$ cat src/rtl/ct_spsram_rr_arb2.sv
`default_nettype none
// ============================================================================
//  Module      : ct_spsram_rr_arb2
//  Description : Two-requester round-robin arbiter. Bit 0 is the read port,
//                bit 1 the write port. Grants are combinational; a one-bit
//                last-winner register alternates priority under contention.
//  Revision    : 1.0 - initial release
// ============================================================================
module ct_spsram_rr_arb2 (
  input  logic       clk_i,
  input  logic       rst_b_i,
  input  logic [1:0] req_i,
  output logic [1:0] gnt_o
);

  // 1 = write won the last grant, so read is favoured next; reset favours read
  logic last_wr_q;
  logic last_wr_d;

  // Grant a lone requester directly; on contention grant whoever lost last
  always_comb begin
    gnt_o     = 2'b00;
    last_wr_d = last_wr_q;
    case (req_i)
      2'b01:   gnt_o = 2'b01;
      2'b10:   gnt_o = 2'b10;
      2'b11:   gnt_o = last_wr_q ? 2'b01 : 2'b10;
      default: gnt_o = 2'b00;
    endcase
    if (gnt_o != 2'b00) begin
      last_wr_d = gnt_o[1];
    end
  end

  // Last-winner pointer moves only when something is granted
  always_ff @(posedge clk_i or negedge rst_b_i) begin
    if (!rst_b_i) begin
      last_wr_q <= 1'b1;
    end else begin
      last_wr_q <= last_wr_d;
    end
  end

endmodule
`default_nettype wire

$ cat src/rtl/ct_spsram_arb_ctrl.sv
`default_nettype none
// ============================================================================
//  Module      : ct_spsram_arb_ctrl
//  Description : Single-port SRAM controller. After reset it zero-fills the
//                whole array, then arbitrates one write port and one read
//                port round-robin onto the SRAM pins (one-cycle read latency).
//  Revision    : 1.0 - initial release
// ============================================================================
module ct_spsram_arb_ctrl #(
  parameter int ADDR_WIDTH = 12,
  parameter int DATA_WIDTH = 144
) (
  input  logic                  forever_cpuclk,
  input  logic                  cpurst_b,
  input  logic                  wr_req,
  input  logic [ADDR_WIDTH-1:0] wr_addr,
  input  logic [DATA_WIDTH-1:0] wr_data,
  input  logic [DATA_WIDTH-1:0] wr_mask,
  output logic                  wr_gnt,
  input  logic                  rd_req,
  input  logic [ADDR_WIDTH-1:0] rd_addr,
  output logic                  rd_gnt,
  output logic                  rd_vld,
  output logic [DATA_WIDTH-1:0] rd_data,
  output logic                  init_done,
  output logic [ADDR_WIDTH-1:0] ram_a,
  output logic                  ram_cen,
  output logic                  ram_gwen,
  output logic [DATA_WIDTH-1:0] ram_wen,
  output logic [DATA_WIDTH-1:0] ram_d,
  input  logic [DATA_WIDTH-1:0] ram_q
);

  localparam logic                  ST_INIT  = 1'b0;
  localparam logic                  ST_RUN   = 1'b1;
  localparam logic [ADDR_WIDTH-1:0] CNT_LAST = '1;

  logic                  state_q;
  logic [ADDR_WIDTH-1:0] cnt_q;
  logic                  init_done_q;
  logic                  rd_vld_q;
  logic                  run_w;
  logic                  clearing_w;
  logic [1:0]            arb_req_w;
  logic [1:0]            arb_gnt_w;

  // RUN implies reset is released (async reset forces INIT); the clear drive
  // is additionally gated so the SRAM is deselected while reset is held
  assign run_w      = (state_q == ST_RUN);
  assign clearing_w = (state_q == ST_INIT) && cpurst_b;

  // Zero-fill sweep, then a permanent move to RUN with init_done raised
  always_ff @(posedge forever_cpuclk or negedge cpurst_b) begin
    if (!cpurst_b) begin
      state_q     <= ST_INIT;
      cnt_q       <= '0;
      init_done_q <= 1'b0;
    end else begin
      case (state_q)
        ST_INIT: begin
          cnt_q <= cnt_q + 1'b1;
          if (cnt_q == CNT_LAST) begin
            state_q     <= ST_RUN;
            init_done_q <= 1'b1;
          end
        end
        default: begin
          state_q <= ST_RUN;
        end
      endcase
    end
  end

  // Requests are invisible to the arbiter until the clear has finished
  assign arb_req_w = {wr_req & run_w, rd_req & run_w};

  ct_spsram_rr_arb2 u_arb (
    .clk_i   (forever_cpuclk),
    .rst_b_i (cpurst_b),
    .req_i   (arb_req_w),
    .gnt_o   (arb_gnt_w)
  );

  assign wr_gnt = arb_gnt_w[1];
  assign rd_gnt = arb_gnt_w[0];

  // SRAM pin mux: clear sweep, granted write, granted read, or idle
  always_comb begin
    ram_cen  = 1'b1;
    ram_gwen = 1'b1;
    ram_wen  = '1;
    ram_a    = '0;
    ram_d    = '0;
    if (clearing_w) begin
      ram_cen  = 1'b0;
      ram_gwen = 1'b0;
      ram_wen  = '0;
      ram_a    = cnt_q;
    end else if (wr_gnt) begin
      ram_cen  = 1'b0;
      ram_gwen = 1'b0;
      ram_wen  = ~wr_mask;
      ram_a    = wr_addr;
      ram_d    = wr_data;
    end else if (rd_gnt) begin
      ram_cen  = 1'b0;
      ram_a    = rd_addr;
    end
  end

  // Read data is valid exactly one cycle after each read grant
  always_ff @(posedge forever_cpuclk or negedge cpurst_b) begin
    if (!cpurst_b) begin
      rd_vld_q <= 1'b0;
    end else begin
      rd_vld_q <= rd_gnt;
    end
  end

  assign rd_vld    = rd_vld_q;
  assign rd_data   = rd_vld_q ? ram_q : '0;
  assign init_done = init_done_q;

endmodule
`default_nettype wire

$ cat config.mk
export PLATFORM = sky130hd
export DESIGN_NAME = ct_spsram_arb_ctrl
export DESIGN_NICKNAME = d
export VERILOG_FILES = /design/src/rtl/ct_spsram_rr_arb2.sv /design/src/rtl/ct_spsram_arb_ctrl.sv
export SDC_FILE = /design/constraint.sdc
export NUM_CORES = 1
export LEC_CHECK = 0
export CAP_MARGIN = 20
export CORE_AREA = 3 3 357 359
export CTS_CLUSTER_DIAMETER = 80
export DETAILED_ROUTE_END_ITERATION = 10
export DIE_AREA = 0 0 360 362
export GPL_TIMING_DRIVEN = 0
export HOLD_SLACK_MARGIN = 0.12
export PLACE_DENSITY = 0.3
export SLEW_MARGIN = 20
export SYNTH_ARGS = -nofsm -noshare
export SYNTH_HDL_FRONTEND = slang
export SYNTH_SLANG_ARGS = --single-unit
$ cat constraint.sdc
create_clock -name forever_cpuclk -period 3.35 [get_ports forever_cpuclk]
set_input_delay 0.8375 -clock forever_cpuclk [delete_from_list [all_inputs] [get_ports forever_cpuclk]]
set_output_delay 0.8375 -clock forever_cpuclk [all_outputs]
set_load 0.02 [all_outputs]
==> flow_summary.json <==
{
  "outcome": "completed",
  "cts_tree": "built",
  "hold_slack_ps": 399.0,
  "arrival_ps": 2460,
  "layout_commonest_cell": "clkdlybuf4s50_1",
  "dp_cells": 3133,
  "vias": 8592,
  "final.setup.tns_ps": 0,
  "skew_ps": 8.947,
  "die_x_um": 360,
  "fin_cells": 3151,
  "netlist_instances": 587,
  "finalMaxSlewViolations": 0,
  "synth_cell_type_count": 31,
  "worstPathRequired_ps": 2510,
  "overflow": 0,
  "routabilityCongestion": 0.9250,
  "die_area_um2": 130300,
  "clkTransAtPathRegs_ps": 70,
  "grt_pass1_vias": 8721,
  "wl_per_cell_um": 28.81,
  "critPathKind": "input port to primary output",
  "finalSetupViolCount": 0,
  "period_minus_slack_ps": 3302,
  "grt_pass1_wl_um": 110300,
  "grt_max_degree": 20,
  "core_um2": 124100,
  "total_power_mw": 1.527,
  "antenna_left": 0,
  "synthTopCellsByArea": "and2_1 (50%), a21oi_1 (19%), dfrtp_1 (9.9%)",
  "rows": 129,
  "slowest_stage": "clkdlybuf4s15_1",
  "area_growth_pct": 292.3,
  "critical_path.cell_chain": "dlygate4sd2_1, nand2_1, a21oi_4, buf_4, buf_12, clkbuf_4, a21oi_1, clkdlybuf4s15_1",
  "cts_htree_levels": 1,
  "first_pass_iters": 5,
  "worst_slack_ps": 47.90,
  "synth-seq-cells": 16,
  "cap_violations": 0,
  "tightest_slew_ps": 567.3,
  "worstSkewPairLatency_ps": 260,
  "yosys_warnings": 0,
  "hold_class": "input port to async pin",
  "pre_cts_ws_ps": -1770,
  "ir_worst_vdd_uv": 144.3,
  "max_stage_delay_ps": 360,
  "crit_path_start_kind": "input port",
  "seqCellArea_um2": 401.6,
  "track_usage": 0.1313,
  "drt-initial-drc-count": 335,
  "ys_seq_area_frac": 0.1064,
  "nets": 1965,
  "fillers": 14430,
  "pin_count": 910,
  "final_area_um2": 14800,
  "via_per_inst": 2.727,
  "finalHoldViolCount": 0,
  "multi_input_area_um2": 3266,
  "cts.sinks": 16,
  "netlist.area_leader.share": 0.4973,
  "cts_buffers": 3,
  "rsz0062_at_grt": "true",
  "cellPowerDensity_nw_per_um2": 103.2,
  "min_period_over_period": 0.9857,
  "critPathTopFamily": "buffers and inverters",
  "final_cell_mix": "clkdlybuf4s50_1 (587), and2_1 (294), dlygate4sd2_1 (139)",
  "syn_area_per_cell_um2": 6.429,
  "place_area_um2": 14920,
  "syn_area_um2": 3774,
  "antenna_found_initial": 78,
  "synth_largest_area_cell": "and2_1",
  "ctsHoldBuffers": 0,
  "die_h_um": 362,
  "cp-end-kind": "primary output",
  "cp.buffers_inverters": 5,
  "path_max_fanout": 10,
  "finalCoreUtilization": 0.1193,
  "fmax_mhz": 302.8,
  "dp_hpwl_um": 84820,
  "max-slew-margin-rel": 0.6218,
  "cts_buffer_depth": 2,
  "p_leak_nw": 5.865,
  "route.detailed.drc": 0,
  "port_buffers": 909,
  "start_util": 0.03040,
  "drive_above_1_share": 0.1816,
  "synth_nets": 1048,
  "ctsRootBufferMaster": "clkbuf_16",
  "wl_um": 90800
}
[final timing paths]
path                                         to      start  cells after the start  slack (ps)
worst max register to register        cnt_q[11]      run_w                      4        1930
worst min-delay path                   cnt_q[6]   cpurst_b                      1         400
worst min register to register        init_done  init_done                      1         460
min in group forever_cpuclk           init_done  init_done                      1         460
worst max-delay path                ram_wen[61]     wr_req                      8          50
max in group asynchronous       u_arb.last_wr_q   cpurst_b                      1        2700
[worst reg2reg max path, cell delays in order (launching register included)]
cell and delay [ps]:
dfrtp_1 370, buf_4 180, and3b_1 350, nor4b_2 280, xor2_1 160
[synth_stat cells]
cell type and instances:
mux2_2 1, and3b_1 1, nor3_1 1, nor2b_2 1, nand4_1 4, and2_1 300
nor4b_2 2, a21o_1 1, o21a_1 1, ha_1 1, xor2_1 4, nand2b_1 1
nand2_1 7, and3_1 1, nand4b_1 1, clkbuf_1 22, dfstp_2 1, nand3_1 1
dfrtp_1 15, and4_1 1, buf_4 3, inv_1 2, buf_1 1, o21ai_0 1
a221o_1 12, o21bai_1 1, a21oi_1 145, xnor2_1 7, buf_2 43, nor2_1 4
a21oi_4 1
[flip-flops by register name, indices dropped and copies added, names as in the netlist]
| signal | count |
|---|---|
| init_done | 1 |
| rd_vld | 1 |
| run_w | 1 |
| u_arb.last_wr_q | 1 |
| cnt_q | 12 |
[report_power, final]
group / switching (mW) / leakage (nW) / internal, mW / total (mW)
combinational: 0.453 / 5.62 / 0.595 / 1.05
clock: 0.103 / 0.0442 / 0.183 / 0.286
sequential: 0 / 0.205 / 0.193 / 0.193
total: 0.556 / 5.86 / 0.971 / 1.53
[layer usage]
layer  part of all wire  global-route usage  vias to the layer above
met5             0.0016                   0                        -
met4             0.0086             0.01060                       24
met3               0.12             0.07224                      125
met2               0.46              0.2125                      648
met1               0.41              0.1582                     4038
li1                   -                   -                     3757
[cell families after synthesis]
family          share of synthesized area
flops                              0.1064
compound gates                     0.2357
xor+xnor                          0.02553
mux                              0.002984
simple gates                       0.5381
buf+inv                           0.08787
fa+ha+maj                        0.003315
[area by class of cell]
cell class                 count  area share
antenna                       11    0.001860
buffer                        68     0.03246
clock buffer                   4    0.006001
inverter                       2   0.0005071
multi-input combinational    500      0.2206
sequential                    16     0.02713
tap                         1637      0.1384
timing repair buffer         913      0.5731
[repair_timing]
| item | 4_1_cts | 5_1_grt |
|---|---|---|
| resized for setup | 678 | 191 |
| buffers inserted | 4 | 0 |
| endpoints found under the setup margin | 367 | 158 |
Note: power is estimated with default switching activity, not from simulation.
